$ cat src/rtl/avr_alu_exec.sv
`default_nettype none
// ============================================================================
// Module   : avr_alu_exec
// Purpose  : Multi-cycle execute unit for AVR arithmetic, logic and move
//            instructions. Owns the general-purpose register file and the
//            flag bits SREG[5:0] = {H,S,V,N,Z,C}.
//            Sequence: IDLE -> READ -> EXEC -> WRITE -> IDLE. done pulses
//            3 cycles after the accepting edge.
// Ports    : clk, rst           - clock, asynchronous active-high reset
//            start, op, rd, rr, imm - operation request and operands
//            busy, done         - handshake (busy through the done cycle)
//            result, sreg       - last result and flags, held until next done
//            dbg_addr, dbg_data - combinational register-file read port
// Revision : 1.0 - initial release
// ============================================================================
module avr_alu_exec #(
  parameter int DATA_W = 8,
  parameter int NREGS  = 32,
  parameter int ADDR_W = 5
) (
  input  logic              clk,
  input  logic              rst,
  input  logic              start,
  input  logic [3:0]        op,
  input  logic [ADDR_W-1:0] rd,
  input  logic [ADDR_W-1:0] rr,
  input  logic [DATA_W-1:0] imm,
  output logic              busy,
  output logic              done,
  output logic [DATA_W-1:0] result,
  output logic [5:0]        sreg,
  input  logic [ADDR_W-1:0] dbg_addr,
  output logic [DATA_W-1:0] dbg_data
);

  localparam int MSB = DATA_W - 1;

  localparam logic [3:0] OP_ADD  = 4'd0;
  localparam logic [3:0] OP_ADC  = 4'd1;
  localparam logic [3:0] OP_SUB  = 4'd2;
  localparam logic [3:0] OP_SBC  = 4'd3;
  localparam logic [3:0] OP_AND  = 4'd4;
  localparam logic [3:0] OP_OR   = 4'd5;
  localparam logic [3:0] OP_EOR  = 4'd6;
  localparam logic [3:0] OP_CP   = 4'd7;
  localparam logic [3:0] OP_CPC  = 4'd8;
  localparam logic [3:0] OP_LDI  = 4'd9;
  localparam logic [3:0] OP_SUBI = 4'd11;
  localparam logic [3:0] OP_SBCI = 4'd12;
  localparam logic [3:0] OP_CPI  = 4'd13;
  localparam logic [3:0] OP_INC  = 4'd14;
  localparam logic [3:0] OP_DEC  = 4'd15;

  localparam int F_C = 0;
  localparam int F_Z = 1;
  localparam int F_N = 2;
  localparam int F_V = 3;
  localparam int F_S = 4;
  localparam int F_H = 5;

  typedef enum logic [1:0] {
    S_IDLE  = 2'd0,
    S_READ  = 2'd1,
    S_EXEC  = 2'd2,
    S_WRITE = 2'd3
  } state_t;

  state_t            state_q, state_d;
  logic [3:0]        op_q, op_d;
  logic [ADDR_W-1:0] rd_q, rd_d, rr_q, rr_d;
  logic [DATA_W-1:0] imm_q, imm_d;
  logic [DATA_W-1:0] a_q, a_d, b_q, b_d;
  logic [DATA_W-1:0] res_h_q, res_h_d;
  logic [5:0]        flg_h_q, flg_h_d;
  logic              busy_q, busy_d, done_q, done_d;
  logic [DATA_W-1:0] result_q, result_d;
  logic [5:0]        sreg_q, sreg_d;
  logic [DATA_W-1:0] regs_q [NREGS];
  logic [DATA_W-1:0] regs_d [NREGS];

  // Out-of-range addresses read as zero and never write.
  logic rd_ok, rr_ok, dbg_ok;
  assign rd_ok  = ({{(32-ADDR_W){1'b0}}, rd_q}     < 32'(NREGS));
  assign rr_ok  = ({{(32-ADDR_W){1'b0}}, rr_q}     < 32'(NREGS));
  assign dbg_ok = ({{(32-ADDR_W){1'b0}}, dbg_addr} < 32'(NREGS));

  logic use_imm, writes_rd;
  assign use_imm   = (op_q == OP_LDI) || (op_q == OP_SUBI) ||
                     (op_q == OP_SBCI) || (op_q == OP_CPI);
  assign writes_rd = (op_q != OP_CP) && (op_q != OP_CPC) && (op_q != OP_CPI);

  // Shared adder/subtractor; the 5-bit nibble paths give the bit-3 carry/borrow.
  logic              add_cin, sub_cin, z_chain;
  logic [DATA_W:0]   add_w, sub_w;
  logic [4:0]        add_lo, sub_lo;

  assign add_cin = (op_q == OP_ADC) & sreg_q[F_C];
  assign z_chain = (op_q == OP_SBC) || (op_q == OP_CPC) || (op_q == OP_SBCI);
  assign sub_cin = z_chain & sreg_q[F_C];

  assign add_w  = {1'b0, a_q} + {1'b0, b_q} + {{DATA_W{1'b0}}, add_cin};
  assign sub_w  = {1'b0, a_q} - {1'b0, b_q} - {{DATA_W{1'b0}}, sub_cin};
  assign add_lo = {1'b0, a_q[3:0]} + {1'b0, b_q[3:0]} + {4'b0000, add_cin};
  assign sub_lo = {1'b0, a_q[3:0]} - {1'b0, b_q[3:0]} - {4'b0000, sub_cin};

  logic [DATA_W-1:0] alu_r;
  logic [5:0]        alu_f;
  logic              set_nzs, v_w;

  always_comb begin : p_alu
    alu_r   = a_q;
    alu_f   = sreg_q;
    set_nzs = 1'b1;
    v_w     = 1'b0;
    case (op_q)
      OP_ADD, OP_ADC: begin
        alu_r      = add_w[DATA_W-1:0];
        alu_f[F_C] = add_w[DATA_W];
        alu_f[F_H] = add_lo[4];
        v_w = (a_q[MSB] & b_q[MSB] & ~alu_r[MSB]) |
              (~a_q[MSB] & ~b_q[MSB] & alu_r[MSB]);
      end
      OP_SUB, OP_SBC, OP_CP, OP_CPC, OP_SUBI, OP_SBCI, OP_CPI: begin
        alu_r      = sub_w[DATA_W-1:0];
        alu_f[F_C] = sub_w[DATA_W];
        alu_f[F_H] = sub_lo[4];
        v_w = (a_q[MSB] & ~b_q[MSB] & ~alu_r[MSB]) |
              (~a_q[MSB] & b_q[MSB] & alu_r[MSB]);
      end
      OP_AND: alu_r = a_q & b_q;
      OP_OR:  alu_r = a_q | b_q;
      OP_EOR: alu_r = a_q ^ b_q;
      OP_INC: begin
        alu_r = a_q + {{(DATA_W-1){1'b0}}, 1'b1};
        v_w   = (alu_r == {1'b1, {(DATA_W-1){1'b0}}});
      end
      OP_DEC: begin
        alu_r = a_q - {{(DATA_W-1){1'b0}}, 1'b1};
        v_w   = (alu_r == {1'b0, {(DATA_W-1){1'b1}}});
      end
      default: begin  // LDI, MOV: plain move, flags untouched
        alu_r   = b_q;
        set_nzs = 1'b0;
      end
    endcase
    if (set_nzs) begin
      alu_f[F_V] = v_w;
      alu_f[F_N] = alu_r[MSB];
      alu_f[F_S] = alu_r[MSB] ^ v_w;
      // Carry-chained subtracts can only keep Z, never set it.
      alu_f[F_Z] = (alu_r == '0) & (~z_chain | sreg_q[F_Z]);
    end
  end

  always_comb begin : p_next
    state_d  = state_q;
    op_d     = op_q;
    rd_d     = rd_q;
    rr_d     = rr_q;
    imm_d    = imm_q;
    a_d      = a_q;
    b_d      = b_q;
    res_h_d  = res_h_q;
    flg_h_d  = flg_h_q;
    busy_d   = busy_q;
    done_d   = 1'b0;
    result_d = result_q;
    sreg_d   = sreg_q;
    regs_d   = regs_q;
    case (state_q)
      S_IDLE: begin
        // busy_q is still high during the done cycle; a start there is dropped.
        busy_d = 1'b0;
        if (start && !done_q) begin
          op_d    = op;
          rd_d    = rd;
          rr_d    = rr;
          imm_d   = imm;
          busy_d  = 1'b1;
          state_d = S_READ;
        end
      end
      S_READ: begin
        a_d     = rd_ok ? regs_q[rd_q] : '0;
        b_d     = use_imm ? imm_q : (rr_ok ? regs_q[rr_q] : '0);
        state_d = S_EXEC;
      end
      S_EXEC: begin
        res_h_d = alu_r;
        flg_h_d = alu_f;
        state_d = S_WRITE;
      end
      default: begin  // S_WRITE
        if (writes_rd && rd_ok) begin
          regs_d[rd_q] = res_h_q;
        end
        sreg_d   = flg_h_q;
        result_d = res_h_q;
        done_d   = 1'b1;
        state_d  = S_IDLE;
      end
    endcase
  end

  always_ff @(posedge clk or posedge rst) begin : p_seq
    if (rst) begin
      state_q  <= S_IDLE;
      op_q     <= '0;
      rd_q     <= '0;
      rr_q     <= '0;
      imm_q    <= '0;
      a_q      <= '0;
      b_q      <= '0;
      res_h_q  <= '0;
      flg_h_q  <= '0;
      busy_q   <= 1'b0;
      done_q   <= 1'b0;
      result_q <= '0;
      sreg_q   <= '0;
      for (int i = 0; i < NREGS; i++) begin
        regs_q[i] <= '0;
      end
    end else begin
      state_q  <= state_d;
      op_q     <= op_d;
      rd_q     <= rd_d;
      rr_q     <= rr_d;
      imm_q    <= imm_d;
      a_q      <= a_d;
      b_q      <= b_d;
      res_h_q  <= res_h_d;
      flg_h_q  <= flg_h_d;
      busy_q   <= busy_d;
      done_q   <= done_d;
      result_q <= result_d;
      sreg_q   <= sreg_d;
      for (int i = 0; i < NREGS; i++) begin
        regs_q[i] <= regs_d[i];
      end
    end
  end

  assign busy     = busy_q;
  assign done     = done_q;
  assign result   = result_q;
  assign sreg     = sreg_q;
  assign dbg_data = dbg_ok ? regs_q[dbg_addr] : '0;

endmodule
`default_nettype wire

$ cat config.mk
export PLATFORM = sky130hd
export DESIGN_NAME = avr_alu_exec
export DESIGN_NICKNAME = d
export VERILOG_FILES = /design/src/rtl/avr_alu_exec.sv
export SDC_FILE = /design/constraint.sdc
export NUM_CORES = 1
export LEC_CHECK = 0
export CELL_PAD_IN_SITES_DETAIL_PLACEMENT = 0
export CELL_PAD_IN_SITES_GLOBAL_PLACEMENT = 1
export CORE_MARGIN = 4
export CORE_UTILIZATION = 30
export DETAILED_ROUTE_END_ITERATION = 8
export GPL_TIMING_DRIVEN = 0
export PLACE_DENSITY = 0.5
export SLEW_MARGIN = 20
export SYNTH_ARGS = -nofsm -noshare
export SYNTH_HDL_FRONTEND = slang
export SYNTH_SLANG_ARGS = --single-unit
$ cat constraint.sdc
create_clock -name clk -period 12.8 [get_ports clk]
set_input_delay 2.56 -clock clk [delete_from_list [all_inputs] [get_ports clk]]
set_output_delay 2.56 -clock clk [all_outputs]
set_load 0.01 [all_outputs]
# Yosys cells after proc, flatten, opt, wreduce, memory -nomap -nowiden
# Index checks and enable logic that the tools add are counted.
dict set report totals {
  output_inout_bits 24
  input_bits 30
  register_bits 326
  word_cells 150
}
dict set report op_classes {
  bitwise_logic 27
  reduce_logical 19
  addsub 10
  magnitude_cmp 4
  n_mux 23
  eq_ne 22
}
# op count
set op_table {}
lappend op_table {{$bwmux 256} 1}
lappend op_table {{$bmux 8 s5} 3}
lappend op_table {{$mux 8} 8}
lappend op_table {{$pmux 8 s7} 1}
lappend op_table {{$demux 8 s5} 1}
lappend op_table {{$eq 4x4->1 const B} 7}
lappend op_table {{$ge 6x6->1 const B} 3}
lappend op_table {{$not 5->6} 3}
lappend op_table {{$eq 4x3->1 const B} 4}
lappend op_table {{$reduce_or 14->1} 1}
lappend op_table {{$and 1x1->1} 11}
lappend op_table {{$add 8x8->9} 1}
lappend op_table {{$add 9x1->9} 1}
lappend op_table {{$sub 8x8->9} 1}
lappend op_table {{$sub 9x1->9} 1}
lappend op_table {{$add 8x1->8 const B} 1}
lappend op_table {{$and 8x8->8} 1}
lappend op_table {{$eq 4x2->1 const B} 2}
lappend op_table {{$eq 8x7->1 const B} 1}
lappend op_table {{$eq 8x8->1 const B} 1}
lappend op_table {{$logic_not 8->1} 1}
lappend op_table {{$ne 4x4->1 const B} 2}
lappend op_table {{$or 8x8->8} 1}
lappend op_table {{$sub 8x1->8 const B} 1}
lappend op_table {{29 further kinds} 47}

# Depth between registers and ports, before layout
# Gate-level depths: netlist of run 1.
dict set report logic_depth {
  depth_word 11
  depth_mapped 16
  mapped_depth_nobuf 14
}

# Least setup slack after synthesis of run 1
# Ideal clock, no wire load.
dict set report synth_timing {
  kind {input to output}
  start {in dbg_addr[0]}
  end {out dbg_data[0]}
  required_time_ns 10.240
  slack_ns 5.899
  arrival_ns 4.341
  path_buffers 2
  path_stages 5
  cell_sequence {buf_2 > buf_2 > mux4_2 > mux4_2 > mux2_2}
}
dict set report synth_between {
  elab_chain_len 4
}
# item line
set synth_rtl {}
lappend synth_rtl {{start, declared} 32} ;# input logic [ADDR_W-1:0] dbg_addr,
lappend synth_rtl {{$not 5->6 (not written as such)} 247} ;# assign dbg_data = dbg_ok ? regs_q[dbg_addr] : '0;
lappend synth_rtl {{$bmux 8 s5} 247}
lappend synth_rtl {{$mux 8 (not written as such) (2 in series)} 247}
lappend synth_rtl {{end, declared} 33} ;# output logic [DATA_W-1:0] dbg_data
# Every way passes these cells. The select of a mux whose other input is x is not followed.

# Final worst setup path of run 1
dict set report layout_timing {
  start {in dbg_addr[1]}
  end {out dbg_data[6]}
}
# The elaborated chain is that of the path after synthesis.

==> results of run 1 <==
==> layout by cell type, fill, tap and decap left out, types with 9 or more instances in the layout <==
cell type	count
buf_1	12
mux2_2	275
nand2b_1	9
nand3_1	25
clkbuf_8	10
xnor2_1	22
o21ai_0	53
nor2_1	46
clkbuf_16	43
inv_1	38
o21ai_1	11
o211ai_1	10
a22oi_1	10
mux4_2	224
ha_1	40
nor3_1	16
nand2_1	77
buf_2	34
clkbuf_1	74
a31oi_1	9
clkdlybuf4s50_1	48
nor2b_1	11
a21oi_1	19
dfrtp_1	326
mux2i_1	27
==> critical path, stage by stage <==
cell and delay, ns:
clkbuf_1 0.60, clkbuf_1 0.91, mux4_2 0.47, mux4_2 0.47, mux2_2 0.33, clkdlybuf4s50_1 0.50
==> report_power, final <==
group          switching [mW]  internal (mW)  leakage, nW  total (mW)
clock network           0.487          0.694        0.672        1.18
logic                    1.88           1.43         4.78        3.30
registers               0.365           1.41         4.38        1.77
==> layout make-up <==
cell class	instances	share of cell area, %
Timing Repair Buffer	51	2.39
Sequential cell	326	34.6
Clock inverter	11	0.451
Inverter	41	0.685
Clock buffer	62	5.29
Antenna cell	1	0.0106
Multi-Input combinational cell	1011	49.5
Tap cell	873	4.63
Buffer	123	2.40
==> registers in the layout (all words and copies together), names as in the netlist, 4 cells and up <==
register,flops
a_q,8
rr_q,5
res_h_q,8
imm_q,8
flg_h_q,6
b_q,8
op_q,4
regs_q,256
rd_q,5
result,8
sreg,6
==> per-layer routing <==
layer	wire length, um	vias up	global-route usage, %	part of all wire, %
li1	-	6042	-	-
met1	33700	7678	29.2	43
met2	37600	496	35.4	48
met3	4610	112	3.68	5.9
met4	2380	0	6.18	3.0
met5	0	-	0	0
==> per-stage QoR <==
| step | cells | utilization [%] | worst slack (ns) | power, mW | cell area (um^2) |
|---|---|---|---|---|---|
| after floorplan | 1501 | - | 1.21 | 3.85 | 20500 |
| after global placement | 2422 | 32.7 | -3.85 | 5.05 | 22100 |
| after detailed placement | 2425 | 32.9 | 4.39 | 5.07 | 22200 |
| after CTS | 2498 | 34.9 | 4.38 | 6.28 | 23600 |
| after global routing | 2498 | 34.9 | 4.33 | 6.58 | 23600 |
| final | 2499 | 34.9 | 4.37 | 6.26 | 23600 |
==> worst max path at each step <==
| stage | from | end | slack, ns | depth (start not counted) |
|---|---|---|---|---|
| finish | dbg_addr[1] | dbg_data[6] | 4.37 | 6 |
| global route | dbg_addr[1] | dbg_data[6] | 4.33 | 6 |
| CTS | dbg_addr[1] | dbg_data[3] | 4.38 | 6 |
| detailed placement | dbg_addr[1] | dbg_data[6] | 4.39 | 6 |
| global placement | rst | regs_q[13] | -3.85 | 2 |
| floorplan | rst | a_q[0] | 1.21 | 1 |
==> logic make-up after synthesis <==
group / synth area share (%)
buffers and inverters: 3.49
adders and majority gates: 2.88
xor gates and xnor gates: 1.15
muxes: 41.5
DFF: 39.7
and+or+nand+nor: 5.29
AOI/OAI and AO/OA: 6.00
==> results.py, run 1 <==
metrics = {
    "synthesis": {
        "syn_nets": 1575,
        "async_flop_share_pct": 100,
        "ys_seq_area_share_pct": 39.7,
        "yosys.cell_types.count": 73,
        "yosys_warnings": 0,
        "synth_flop_cell": "dfrtp_1",
        "synth_top_area_share_pct": 39.7,
        "post_synth_most_frequent_cells": "326 x dfrtp_1, 275 x mux2_2, 224 x mux4_2, 77 x nand2_1, 66 x clkbuf_1",
        "ys_seq_elements": 326,
        "synth_area_leader_cell": "dfrtp_1",
        "yosysMostFrequentCell": "dfrtp_1",
        "avgSynthCellArea_um2": 13.7,
        "syn-cell-area_um2": 20500,
        "synth-edff-count": 0,
        "synth_area_leaders": "dfrtp_1 40%, mux4_2 25%, mux2_2 15%",
        "synth_cells": 1501,
    },
    "floorplan": {
        "initial_core_util_pct": 30.4,
        "num_io_pins": 54,
        "std_cell_rows": 95,
        "dieArea_um2": 72700,
        "die_w_um": 270,
        "chipHeight_um": 270,
        "core_um2": 67500,
    },
    "timing": {
        "rsz0062_at_grt": "false",
        "relSlewSlack_pct": 20.7,
        "fin_crit_ns": 8.43,
        "hold_ws_ns": 0.504,
        "clock_skew_ns": 0.0300,
        "setup_tns_ns": 0,
        "worstMarginPinSlew_ns": 1.19,
        "drv_slew": 0,
        "setup_viol_count_final": 0,
        "hold_violations": 0,
        "max_freq_mhz": 119,
        "post-route-period-util_pct": 65.9,
    },
    "hold_path": {
        "worstHoldEndpoint": "result[2]",
        "hp-start": "result[2]",
        "min_path_cells": 1,
        "hold_class": "reg2reg",
    },
    "cts": {
        "root_buffer": "clkbuf_16",
        "cts_setup_buffers": 0,
        "clkTransAtPathRegs_ns": 0.06,
        "clock_latency_ns": 0.58,
        "cts.sinks": 326,
        "holdBufCountCts": 0,
        "numCtsBuffers": 42,
        "cts_tree": "built",
        "post_cts_resized": 0,
        "h-tree-depth": 2,
        "clk_path_buf_depth": 3,
    },
    "global_route": {
        "grt_use_total_pct": 21.5,
        "grt_pass1_vias": 14500,
        "grt_max_degree": 94,
        "grt.overflow.total": 0,
        "antenna_found_initial": 2,
        "grt_pass1_wl_um": 113000,
    },
    "finish": {
        "fin_nets": 1670,
        "syn2layout_area_growth_pct": 14.8,
        "ff_latch_area_um2": 8160,
        "drive_gt1_share_pct": 39.6,
        "fillers": 6531,
        "multi_input_area_um2": 11700,
    },
    "worst_setup_path": {
        "reg2reg_from": "op_q[1]",
        "r2r-end": "flg_h_q[1]",
        "ff2ff_path_depth": 14,
        "crit_arrival_ns": 5.87,
        "cp_data_required_time_ns": 10.24,
        "critPathMaxFanout": 10,
        "rrSetupSlack_ns": 8.28,
        "setup.worst_path.class": "in2out",
        "start_kind": "primary input",
        "end_kind": "output pin",
    },
    "power": {
        "leakagePower_nw": 9.83,
        "ir_drop_v": 0.000102,
        "power_density_nw_per_um2": 266,
    },
    "drt": {
        "detail_route.drc_violations": 0,
        "drt_iter0_drc": 1284,
        "vias_per_cell": 5.73,
        "wl_per_cell_um": 31.3,
        "ant_nets": 0,
        "drtPass1Iterations": 5,
        "drt-total-wl_um": 78300,
        "vias": 14300,
    },
    "place": {
        "io_buffers": 48,
        "gp_congestion": 0.893,
        "dpl.hpwl_um": 58700,
    },
    "run_status": {
        "status": "complete, no violations",
    },
    "flow_run": {
        "cap_violations": 0,
    },
}
(Power assumes the default switching activity.)
==> run 2, diff against run 1 <==
Settings changed: PLACE_DENSITY 0.5 to 0.52.
Clock period 12.8 ns to 7.55 ns, I/O delays scaled along.
==> results.py, run 2 (synthesized netlist as in run 1, its figures left out) <==
metrics = {
    "global_route": {
        "grt_pass1_vias": 14800,
        "grt_max_degree": 32,
        "antenna_found_initial": 0,
        "grt_pass1_wl_um": 112000,
        "grt_use_total_pct": 21.2,
        "grt.overflow.total": 0,
    },
    "finish": {
        "mostFrequentLayoutCells": "326 x dfrtp_1, 275 x mux2_2, 224 x mux4_2",
        "num_antenna_cells": 0,
        "largest_register_ff_count": 256,
        "utilization_pct": 35.3,
        "drive_gt1_share_pct": 40.4,
        "fin_nets": 1679,
        "regMostFlops": "regs_q",
        "final_cells": 2511,
        "final_common_cell": "dfrtp_1",
        "syn2layout_area_growth_pct": 15.9,
        "fillers": 6584,
    },
    "worst_setup_path": {
        "crit_path_cell_trace": "clkbuf_1 -> clkbuf_1 -> mux4_2 -> mux4_2 -> mux2_2 -> clkdlybuf4s50_1",
        "critPathMaxStageDelay_ns": 0.90,
        "path_delay_family": "buffers and inverters",
        "critPathMaxFanout": 10,
        "path_buf_inv": 3,
        "reg2reg_from": "op_q[1]",
        "crit_arrival_ns": 4.83,
        "r2r-end": "flg_h_q[1]",
        "setup.worst_path.class": "in2out",
        "crit_slowest_cell": "clkbuf_1",
        "rrSetupSlack_ns": 3.31,
        "start_kind": "primary input",
        "cp_data_required_time_ns": 6.04,
        "end_kind": "output pin",
        "ff2ff_path_depth": 14,
    },
    "floorplan": {
        "num_io_pins": 54,
        "std_cell_rows": 95,
        "initial_core_util_pct": 30.4,
        "core_um2": 67500,
        "die_w_um": 270,
        "chipHeight_um": 270,
        "dieArea_um2": 72700,
    },
    "flow_run": {
        "cap_violations": 0,
    },
    "place": {
        "io_buffers": 48,
        "gp_congestion": 0.893,
        "dp.cells": 2434,
        "dpl.hpwl_um": 58700,
    },
    "cts": {
        "numCtsBuffers": 42,
        "clk_path_buf_depth": 3,
        "clock_latency_ns": 0.58,
        "holdBufCountCts": 0,
        "h-tree-depth": 2,
        "clkTransAtPathRegs_ns": 0.06,
        "post_cts_resized": 0,
        "cts_tree": "built",
        "cts_setup_buffers": 0,
        "root_buffer": "clkbuf_16",
        "cts.sinks": 326,
    },
    "drt": {
        "wl_per_cell_um": 30.9,
        "drtPass1Iterations": 5,
        "vias_per_cell": 5.76,
        "drt-total-wl_um": 77600,
        "ant_nets": 0,
        "vias": 14500,
        "detail_route.drc_violations": 0,
        "drt_iter0_drc": 1314,
    },
    "timing": {
        "worstMarginPinSlew_ns": 1.19,
        "max_freq_mhz": 158,
        "drv_slew": 0,
        "post-route-period-util_pct": 83.9,
        "setup_tns_ns": 0,
        "rsz0062_at_grt": "false",
        "setup_viol_count_final": 0,
        "relSlewSlack_pct": 20.2,
        "fin_crit_ns": 6.34,
        "hold_violations": 0,
        "clock_skew_ns": 0.0370,
    },
    "power": {
        "leakagePower_nw": 9.93,
        "power_density_nw_per_um2": 449,
        "ir_drop_v": 0.000169,
    },
    "run_status": {
        "status": "complete, no violations",
    },
    "hold_path": {
        "hold_class": "reg2reg",
        "hp-start": "flg_h_q[2]",
        "worstHoldEndpoint": "sreg[2]",
        "min_path_cells": 1,
    },
}
-- run 2: cell count changes in the layout (fill, tap and decap cells not counted), sizes merged --
cell | previous run | this run
bufinv | 1 | 4
diode | 1 | 0
clkinvlp | 0 | 4
clkinv | 10 | 16
buf | 60 | 69
clkbuf | 128 | 120
inv | 41 | 40
-- run 2: stage by stage --
step           power, mW  worst slack [ns]  hold slack, ns  area (um^2)
2_1_floorplan       6.53              1.69           0.474        20500
3_5_place_dp        8.58              1.26           0.492        22400
4_1_cts             10.7              1.27           0.508        23800
3_3_place_gp        8.52             -1.08           0.487        22100
6_report            10.7              1.21           0.505        23800
5_1_grt             11.2              1.22           0.516        23800
-- run 2: worst max-delay path by stage --
stage | from | slack, ns | cells after the start | to
floorplan | rst | 1.69 | 1 | a_q[0]
global placement | rst | -1.08 | 2 | regs_q[3]
detailed placement | dbg_addr[1] | 1.26 | 6 | dbg_data[5]
CTS | dbg_addr[1] | 1.27 | 6 | dbg_data[5]
global route | dbg_addr[1] | 1.22 | 6 | dbg_data[0]
finish | dbg_addr[1] | 1.21 | 6 | dbg_data[0]
-- run 2: per-layer routing --
layer	GRT usage (%)	share of wire, %
met1	28.7	43
met2	33.9	47
met3	4.45	7.0
met4	7.09	3.4
met5	0.987	0.11
-- run 2: worst reg2reg max path: stages (launching register included) --
cell,delay (ns)
dfrtp_1,0.42
buf_2,0.21
nor2b_1,0.54
nand2_1,0.12
nor3_1,0.19
fa_1,0.27
inv_1,0.07
fa_1,0.39
nand2b_1,0.18
a21oi_1,0.47
a31o_2,0.26
xor2_1,0.06
a221oi_1,0.51
nand4_1,0.26
a31oi_1,0.21
-- run 2: cell type report --
class	instances	area [um^2]	share of cell area, %
Multi-Input combinational cell	1011	11700	49.1
Sequential cell	326	8160	34.3
Clock buffer	54	1170	4.90
Tap cell	873	1090	4.59
Timing Repair Buffer	60	736	3.09
Buffer	123	567	2.38
Clock inverter	23	249	1.05
Inverter	41	158	0.662
-- run 2: where the power goes --
part           leakage, nW  internal [mW]  switching (mW)  total, mW
combinational         4.85           2.42            3.16       5.58
sequential            4.38           2.39           0.628       3.02
clock                0.699           1.23           0.854       2.09
total                 9.93           6.05            4.64       10.7
==> run 3, diff against run 2 <==
Clock period 7.55 ns to 5.2 ns, I/O delays scaled along.
==> results.py, run 3 (synthesized netlist as in run 1, its figures left out) <==
metrics = {
    "worst_setup_path": {
        "critPathMaxFanout": 10,
        "crit_slowest_cell": "clkbuf_1",
        "cpMostUsedCell": "mux4_2",
        "end_kind": "output pin",
        "crit_path_cell_trace": "clkbuf_1 -> clkbuf_2 -> mux4_2 -> mux4_2 -> mux2_2 -> clkdlybuf4s50_1",
        "crit_arrival_ns": 4.00,
        "start_kind": "primary input",
        "cp_data_required_time_ns": 4.16,
        "setup.worst_path.class": "in2out",
        "critPathMaxStageDelay_ns": 0.61,
    },
    "drt": {
        "vias": 14500,
        "drt-total-wl_um": 77700,
        "drt_iter0_drc": 1337,
        "ant_nets": 0,
        "detail_route.drc_violations": 0,
        "drtPass1Iterations": 7,
        "vias_per_cell": 5.77,
        "wl_per_cell_um": 30.9,
    },
    "power": {
        "internal_power_mw": 8.78,
        "power_frac_seq_pct": 28.2,
        "netSwitchingPower_mw": 6.73,
        "combPwrFrac_pct": 52.2,
        "netSwitchingFraction_pct": 43.4,
        "p_total_mw": 15.5,
        "p_clk_share_pct": 19.5,
        "power_density_nw_per_um2": 652,
        "ir_drop_v": 0.000246,
        "leakagePower_nw": 9.95,
    },
    "timing": {
        "worstMarginPinSlew_ns": 1.23,
        "max_freq_mhz": 198,
        "hold_violations": 0,
        "rsz0062_at_grt": "false",
        "clock_skew_ns": 0.0369,
        "post-route-period-util_pct": 96.9,
        "setup_viol_count_final": 0,
        "setup_tns_ns": 0,
        "drv_slew": 0,
        "relSlewSlack_pct": 17.3,
        "fin_crit_ns": 5.04,
    },
    "place": {
        "io_buffers": 48,
        "dpl.hpwl_um": 58700,
        "gp_congestion": 0.893,
    },
    "floorplan": {
        "die_w_um": 270,
        "std_cell_rows": 95,
        "core_um2": 67500,
        "initial_core_util_pct": 30.4,
        "dieArea_um2": 72700,
        "num_io_pins": 54,
        "chipHeight_um": 270,
    },
    "cts": {
        "clkTransAtPathRegs_ns": 0.06,
        "cts.sinks": 326,
        "clk_path_buf_depth": 3,
        "root_buffer": "clkbuf_16",
        "cts_tree": "built",
        "h-tree-depth": 2,
        "clock_latency_ns": 0.58,
        "holdBufCountCts": 0,
        "numCtsBuffers": 42,
    },
    "flow_run": {
        "cap_violations": 0,
    },
    "finish": {
        "largest_register_ff_count": 256,
        "syn2layout_area_growth_pct": 15.9,
        "drive_gt1_share_pct": 40.7,
        "fin_nets": 1679,
        "num_antenna_cells": 0,
        "mostFrequentLayoutCells": "326 x dfrtp_1, 275 x mux2_2, 224 x mux4_2",
        "regMostFlops": "regs_q",
        "final_common_cell": "dfrtp_1",
    },
    "global_route": {
        "grt_max_degree": 32,
        "grt_pass1_vias": 14800,
        "grt_pass1_wl_um": 112000,
        "grt.overflow.total": 0,
        "grt_use_total_pct": 21.2,
        "antenna_found_initial": 0,
    },
    "run_status": {
        "status": "complete, no violations",
    },
    "hold_path": {
        "hold_class": "reg2reg",
    },
}
-- run 3: changes by cell type in the layout (fill, tap and decap cells not counted) --
cell | before | now
clkbuf_1 | 70 | 65
clkbuf_2 | 2 | 7
-- run 3: worst paths after layout --
| kind | to | startpoint | slack (ns) | cells after the start |
|---|---|---|---|---|
| setup / recovery | dbg_data[0] | dbg_addr[1] | 0.16 | 6 |
| hold / removal | sreg[2] | flg_h_q[2] | 0.50 | 1 |
| setup reg to reg | flg_h_q[1] | op_q[1] | 0.92 | 14 |
| hold reg to reg | sreg[2] | flg_h_q[2] | 0.50 | 1 |
| max in group asynchronous | regs_q[203] | rst | 3.04 | 6 |
| min in group asynchronous | regs_q[204] | rst | 0.88 | 2 |
-- run 3: final cells by class --
| type | count | area [um^2] |
|---|---|---|
| repair buffers | 60 | 736 |
| flip-flops and latches | 326 | 8160 |
| plain buffers | 123 | 573 |
| clock buffers | 54 | 1170 |
| well taps | 873 | 1090 |
| multi-input cells | 1011 | 11700 |
| clock inverters | 23 | 249 |
| fillers | 6584 | 43700 |
| inverters | 41 | 158 |
-- run 3: layer usage --
metal	vias up	wire length [um]	track usage, %
met3	125	4970	4.36
met4	2	2630	7.05
met2	557	36500	33.9
met1	7739	33500	28.8
met5	-	83	0.987
li1	6070	-	-
-- run 3: power groups by stage --
stage	logic, mW	clock network, mW	registers (mW)
5_1_grt	8.61	3.19	4.52
4_1_cts	8.10	3.10	4.36
3_5_place_dp	8.06	0	4.39
6_report	8.10	3.03	4.38
2_1_floorplan	5.39	0	4.09
3_3_place_gp	8.03	0	4.34
-- run 3: repair_timing --
action                     CTS  global route
resized for setup            5             0
setup endpoints to repair    8             0
setup buffers                0             0
-- run 3: stage by stage --
stage | std cells | setup WS (ns) | util, % | hold slack (ns) | area (um^2)
2_1_floorplan | 1501 | -0.191 | - | 0.474 | 20500
3_3_place_gp | 2422 | -2.96 | 32.8 | 0.487 | 22100
3_5_place_dp | 2434 | -0.145 | 33.2 | 0.492 | 22400
4_1_cts | 2511 | 0.189 | 35.3 | 0.508 | 23800
5_1_grt | 2511 | 0.155 | 35.3 | 0.516 | 23800
6_report | 2511 | 0.159 | 35.3 | 0.505 | 23800
-- run 3: worst max-delay path: cells and delay by family --
kind	cells	cell delay, ns
buf+inv	3	1.67
mux	3	1.28
